===== config.mk =====
export PLATFORM = sky130hd
export DESIGN_NAME = dac_update_scheduler
export DESIGN_NICKNAME = d
export VERILOG_FILES = /design/src/rtl/dac_update_scheduler_pkg.sv /design/src/rtl/dac_update_scheduler_rr.sv /design/src/rtl/dac_update_scheduler.sv
export SDC_FILE = /design/constraint.sdc
export NUM_CORES = 1
export LEC_CHECK = 0
export CAP_MARGIN = 20
export CORE_MARGIN = 1.5
export CORE_UTILIZATION = 58
export CTS_CLUSTER_DIAMETER = 80
export DETAILED_ROUTE_END_ITERATION = 16
export PLACE_DENSITY = 0.8
export RECOVER_POWER = 25
export SKIP_LAST_GASP = 1
export SLEW_MARGIN = 20
export SYNTH_ARGS = -nofsm -noshare
export SYNTH_HDL_FRONTEND = slang
export SYNTH_SLANG_ARGS = --single-unit

===== constraint.sdc =====
create_clock -name FPGA_CLK_I -period 2.9 [get_ports FPGA_CLK_I]
set_input_delay 0.435 -clock FPGA_CLK_I [delete_from_list [all_inputs] [get_ports FPGA_CLK_I]]
set_output_delay 0.435 -clock FPGA_CLK_I [all_outputs]
set_load 0.01 [all_outputs]

===== src/rtl/dac_update_scheduler_pkg.sv =====
// Shared types and sizes for the DAC update scheduler.
package dac_update_scheduler_pkg;
  localparam int NUM_CH = 4;
  localparam int CODE_W = 12;
  localparam int ADDR_W = 2;
  localparam int CNT_W  = 16;

  typedef logic [CNT_W-1:0] cnt_t;

  typedef enum logic [2:0] {
    S_IDLE,
    S_ISSUE,
    S_WAIT_ACK,
    S_WAIT_DONE,
    S_GAP
  } state_t;
endpackage


===== src/rtl/dac_update_scheduler_rr.sv =====
// Four-way round-robin arbiter: nearest requester after last wins.
module rr_arbiter4 (
  input  logic [3:0] req,
  input  logic [1:0] last,
  output logic [1:0] grant,
  output logic       valid
);
  logic [1:0] idx;

  always_comb begin
    grant = '0;
    valid = 1'b0;
    idx   = '0;
    // farthest first so the nearest hit overwrites it
    for (int i = 4; i >= 1; i--) begin
      idx = last + 2'(i);
      if (req[idx]) begin
        grant = idx;
        valid = 1'b1;
      end
    end
  end
endmodule


===== src/rtl/dac_update_scheduler.sv =====
// Arbitrates shadowed channel writes and clears onto the DAC driver.
module dac_update_scheduler
  import dac_update_scheduler_pkg::*;
#(
  parameter int GAP_CYCLES  = 4,
  parameter int ACK_TIMEOUT = 16
) (
  input  logic              FPGA_CLK_I,
  input  logic              RESET_N_I,
  input  logic              WR_EN_I,
  input  logic [ADDR_W-1:0] WR_ADDR_I,
  input  logic [CODE_W-1:0] WR_DATA_I,
  input  logic              CLR_REQ_I,
  input  logic              DAC_IDLE_I,
  output logic              DAC_EN_O,
  output logic              DAC_CLR_O,
  output logic [ADDR_W-1:0] DAC_ADDR_O,
  output logic [CODE_W-1:0] DAC_DATA_O,
  output logic              BUSY_O,
  output logic [NUM_CH-1:0] PENDING_O,
  output logic              CLR_PEND_O,
  output logic              ERR_O
);
  localparam cnt_t GAP_LD = cnt_t'(GAP_CYCLES);
  localparam cnt_t TMO_LD = cnt_t'(ACK_TIMEOUT);

  state_t            state, state_n;
  cnt_t              gap_cnt, gap_n;
  cnt_t              tmo_cnt, tmo_n;
  logic              err, err_n;
  logic              sel_clr, sel_ch, issue;
  logic [CODE_W-1:0] shadow [NUM_CH];
  logic [NUM_CH-1:0] dirty;
  logic              clr_pend;
  logic [ADDR_W-1:0] last;
  logic [ADDR_W-1:0] gnt;
  logic              gnt_v;

  rr_arbiter4 u_arb (
    .req   (dirty),
    .last  (last),
    .grant (gnt),
    .valid (gnt_v)
  );

  always_ff @(posedge FPGA_CLK_I) begin
    if (!RESET_N_I) begin
      state   <= S_IDLE;
      gap_cnt <= '0;
      tmo_cnt <= '0;
      err     <= 1'b0;
    end else begin
      state   <= state_n;
      gap_cnt <= gap_n;
      tmo_cnt <= tmo_n;
      err     <= err_n;
    end
  end

  always_comb begin
    state_n = state;
    gap_n   = gap_cnt;
    tmo_n   = tmo_cnt;
    err_n   = err;
    sel_clr = 1'b0;
    sel_ch  = 1'b0;
    issue   = 1'b0;
    unique case (state)
      S_IDLE: begin
        if (DAC_IDLE_I && clr_pend) begin
          sel_clr = 1'b1;
          state_n = S_ISSUE;
        end else if (DAC_IDLE_I && gnt_v) begin
          sel_ch  = 1'b1;
          state_n = S_ISSUE;
        end
      end
      S_ISSUE: begin
        issue   = 1'b1;
        tmo_n   = TMO_LD;
        state_n = S_WAIT_ACK;
      end
      S_WAIT_ACK: begin
        if (!DAC_IDLE_I) begin
          state_n = S_WAIT_DONE;
        end else if (tmo_cnt < cnt_t'(2)) begin
          tmo_n   = '0;
          err_n   = 1'b1;
          gap_n   = GAP_LD;
          state_n = S_GAP;
        end else begin
          tmo_n = tmo_cnt - cnt_t'(1);
        end
      end
      S_WAIT_DONE: begin
        if (DAC_IDLE_I) begin
          gap_n   = GAP_LD;
          state_n = S_GAP;
        end
      end
      S_GAP: begin
        if (gap_cnt == '0) state_n = S_IDLE;
        else gap_n = gap_cnt - cnt_t'(1);
      end
      default: state_n = S_IDLE;
    endcase
  end

  // host updates come last so a write in the issue cycle keeps its bit set
  always_ff @(posedge FPGA_CLK_I) begin
    if (!RESET_N_I) begin
      for (int i = 0; i < NUM_CH; i++) shadow[i] <= '0;
      dirty      <= '0;
      clr_pend   <= 1'b0;
      last       <= 2'd3;
      DAC_CLR_O  <= 1'b0;
      DAC_ADDR_O <= '0;
      DAC_DATA_O <= '0;
    end else begin
      if (sel_clr) begin
        DAC_CLR_O  <= 1'b1;
        DAC_ADDR_O <= '0;
        DAC_DATA_O <= '0;
      end else if (sel_ch) begin
        DAC_CLR_O  <= 1'b0;
        DAC_ADDR_O <= gnt;
        DAC_DATA_O <= shadow[gnt];
        last       <= gnt;
      end
      if (issue) begin
        if (DAC_CLR_O) clr_pend <= 1'b0;
        else dirty[DAC_ADDR_O] <= 1'b0;
      end
      if (WR_EN_I) begin
        shadow[WR_ADDR_I] <= WR_DATA_I;
        dirty[WR_ADDR_I]  <= 1'b1;
      end
      if (CLR_REQ_I) clr_pend <= 1'b1;
    end
  end

  assign DAC_EN_O   = (state == S_ISSUE);
  assign BUSY_O     = (state != S_IDLE);
  assign PENDING_O  = dirty;
  assign CLR_PEND_O = clr_pend;
  assign ERR_O      = err;
endmodule


==> results_dict.tcl <==
set metrics [dict create \
    outcome "completed" \
    h-tree-depth 3 \
    synth_warnings 0 \
    period_needed_ns 2.49 \
    routed_via_density 5.86 \
    dominantRegCellSynth "dfxtp_1" \
    yosys-top-cells-area "edfxtp_1, dfxtp_1, mux2i_1" \
    io_buffers 41 \
    grt_overflow_total 0 \
    insertedDiodeCount 0 \
    skew_ns 0.00735 \
    slew_headroom_pct 36.4 \
    antenna_found_initial 0 \
    maxCapViolations 0 \
    grt_pass1_wl_um 16600 \
    power_density_mw_per_mm2 604 \
    vias 3586 \
    start_util_pct 59.9 \
    rows 33 \
    worstPathArrival_ns 2.79 \
    synth-edff-count 48 \
    area_growth_pct 15.1 \
    grt_max_degree 27 \
    rr_endpoint "gap_cnt[11]" \
    dp_hpwl_um 6890 \
    avgSynthCellArea_um2 10.7 \
    whs_path_depth 2 \
    routedWlPerCell_um 16.5 \
    leakagePower_nw 2.05 \
    layout-drive-gt1-share_pct 7.50 \
    syn_nets 479 \
    min_from "gap_cnt[13]" \
    drc 0 \
    drt_iter0_drc 125 \
    peakVddDrop_mv 0.406 \
    synth_seq_cells 106 \
    syn_inst 457 \
    rsz0062_at_grt "no" \
    setup_tns_ns 0 \
    worstPathMaxFanout 26 \
    syn_area_mm2 0.00489 \
    nNetsFinal 524 \
    cp-start-kind "flop" \
    endpoint_kind "flop" \
    cts_setup_buffers 0 \
    worst_pin_slew_ns 0.950 \
    cts_tree "built" \
    drt-total-wl_um 10100 \
    clock_sinks 106 \
    die_x_um 94.9 \
    finalHoldViolCount 0 \
    ant_nets 0 \
    clock_latency_ns 0.36 \
    synth-async-reset-ratio_pct 0 \
    path_clk_slew_ns 0.09 \
    die_y_um 94.9 \
    critical_path_class "reg -> reg" \
    dieArea_mm2 0.00900 \
    r2r_setup_slack_ns 0.41 \
    grt_pass1_vias 3490 \
    cts_root_buf "clkbuf_8" \
    synth.yosys.seq_area_share_pct 53.2 \
    worstRegToRegCells 5 \
    ios 42 \
    ys_types 54 \
    hold_buffers 0 \
    hold_path_class "reg -> reg" \
    track_usage_pct 24.2 \
    finalSetupViolations 0 \
    r2r_start "tmo_cnt[7]" \
    core_mm2 0.00818 \
    fillers 632 \
    synth_top_area_cell "edfxtp_1" \
    synth_top_area_share_pct 29.4 \
    fmax_mhz 402 \
    finalPower_mw 3.40 \
    required_ns 3.20 \
    post_cts_resized 0 \
    fin_crit_sh_pct 85.9 \
    cts.path.max_buffers 2 \
    gp_congestion 0.857 \
    drt_first_pass_iters 4 \
    numCtsBuffers 9 \
    hold-path-endpoint "gap_cnt[13]" \
    drv_slew 0 \
]
-- report_power, final --
group / switching [mW] / total, mW / internal [mW]
logic: 0.425 / 0.763 / 0.338
registers: 0.0873 / 1.77 / 1.68
clock network: 0.476 / 0.870 / 0.394
total: 0.988 / 3.40 / 2.42
-- cells in the mapped netlist (2+ instances only) --
cell,n
a22o_1,13
or2_1,2
or3b_2,2
nor4b_1,2
nand3_1,6
or3_1,10
o21ai_0,10
a21oi_1,20
nor2_1,33
nand4_1,3
ha_1,3
xnor2_1,6
o31ai_1,8
a31o_2,2
a21boi_0,3
dfxtp_1,58
nor3b_1,5
nor2b_1,5
mux2i_1,36
and2_1,37
inv_1,10
nor3_1,6
or4_1,12
o41ai_1,6
nand2_1,22
a211oi_1,2
and3_1,14
nand3b_1,4
or4b_2,2
clkbuf_1,21
o21a_1,2
edfxtp_1,48
nand4b_1,4
or4b_1,2
nand2b_1,6
o211ai_1,3
nor4_1,4
buf_2,2
buf_4,2
xor2_1,7
-- how the worst max path moves through the flow --
stage / start / to / slack (ns) / cells after the start
finish: tmo_cnt[7] / gap_cnt[11] / 0.41 / 5
global route: tmo_cnt[7] / gap_cnt[11] / 0.24 / 5
CTS: tmo_cnt[7] / gap_cnt[11] / 0.41 / 5
detailed placement: DAC_IDLE_I / gap_cnt[11] / 0.29 / 6
global placement: DAC_IDLE_I / gap_cnt[13] / 0.29 / 6
floorplan: gap_cnt[3] / gap_cnt[12] / 0.63 / 6
-- registers in the layout, indices dropped and copies added (netlist names) --
register	flops
CLR_PEND_O	1
DAC_ADDR_O	2
DAC_CLR_O	1
DAC_DATA_O	12
ERR_O	1
PENDING_O	4
gap_cnt	16
last	2
shadow	48
state	3
tmo_cnt	16
-- critical path, cell delays in order, from the launching register on --
cell and delay (ns):
dfxtp_1 0.36, nor4_1 0.45, nand4b_1 0.24, o21a_1 0.50
or4b_2 0.71, a21oi_1 0.16
-- cell families after synthesis --
| family | Yosys count | share of synthesized area [%] |
|---|---|---|
| buf+inv | 35 | 2.89 |
| simple gates | 185 | 22.0 |
| mux | 36 | 7.36 |
| compound gates | 79 | 11.5 |
| xor+xnor | 13 | 2.33 |
| fa+ha+maj | 3 | 0.767 |
| flops | 106 | 53.2 |
-- metrics by stage --
stage / setup WS, ns / hold WS [ns] / utilization, % / area (um2) / cells
global route: 0.237 / 0.495 / 68.9 / 5630 / 612
finish: 0.410 / 0.477 / 68.9 / 5630 / 612
global placement: 0.292 / 0.453 / 66.9 / 5470 / 596
detailed placement: 0.294 / 0.465 / 66.9 / 5470 / 596
CTS: 0.410 / 0.480 / 69.1 / 5650 / 612
floorplan: 0.628 / 0.441 / - / 4890 / 457
-- cell type report --
| class | count | area (um2) | area share [%] |
|---|---|---|---|
| multi-input cells | 316 | 2150 | 38.2 |
| repair buffers | 59 | 527 | 9.35 |
| well taps | 105 | 131 | 2.33 |
| clock inverters | 6 | 57.6 | 1.02 |
| flip-flops and latches | 106 | 2600 | 46.2 |
| clock buffers | 10 | 128 | 2.27 |
| inverters | 10 | 37.5 | 0.666 |
-- metal layers --
layer  global-route usage, %  part of all wire [%]  vias to the layer above  wire length (um)
met4                    7.71                  0.90                        0                91
met1                    29.7                    44                     1718              4460
met3                    5.39                   4.3                        8               434
li1                        -                     -                     1781                 -
met5                       0                     0                        -                 0
met2                    42.1                    51                       79              5130
-- layout by cell type (no fill, tap or decap), drive strengths merged, types with 3 or more instances in the layout --
master and instances:
dfxtp 58, edfxtp 48, clkdlybuf4s50 40, and2 38, mux2i 36, nor2 33, nand2 22, a21oi 20
clkbuf 15, and3 14, a22o 13, buf 13, or4 12, or3 11, inv 10, o21ai 10
o31ai 8, xor2 7, nand2b 6, nor3 6, nand3 6, xnor2 6, o41ai 6, nor3b 5
nor2b 5, nor4 5, clkinv 5, nand4b 4, nand3b 4, a21boi 4, or4b 4, nand4 3
o211ai 3, ha 3, or2 3
Note: power is estimated with default switching activity, not from simulation.
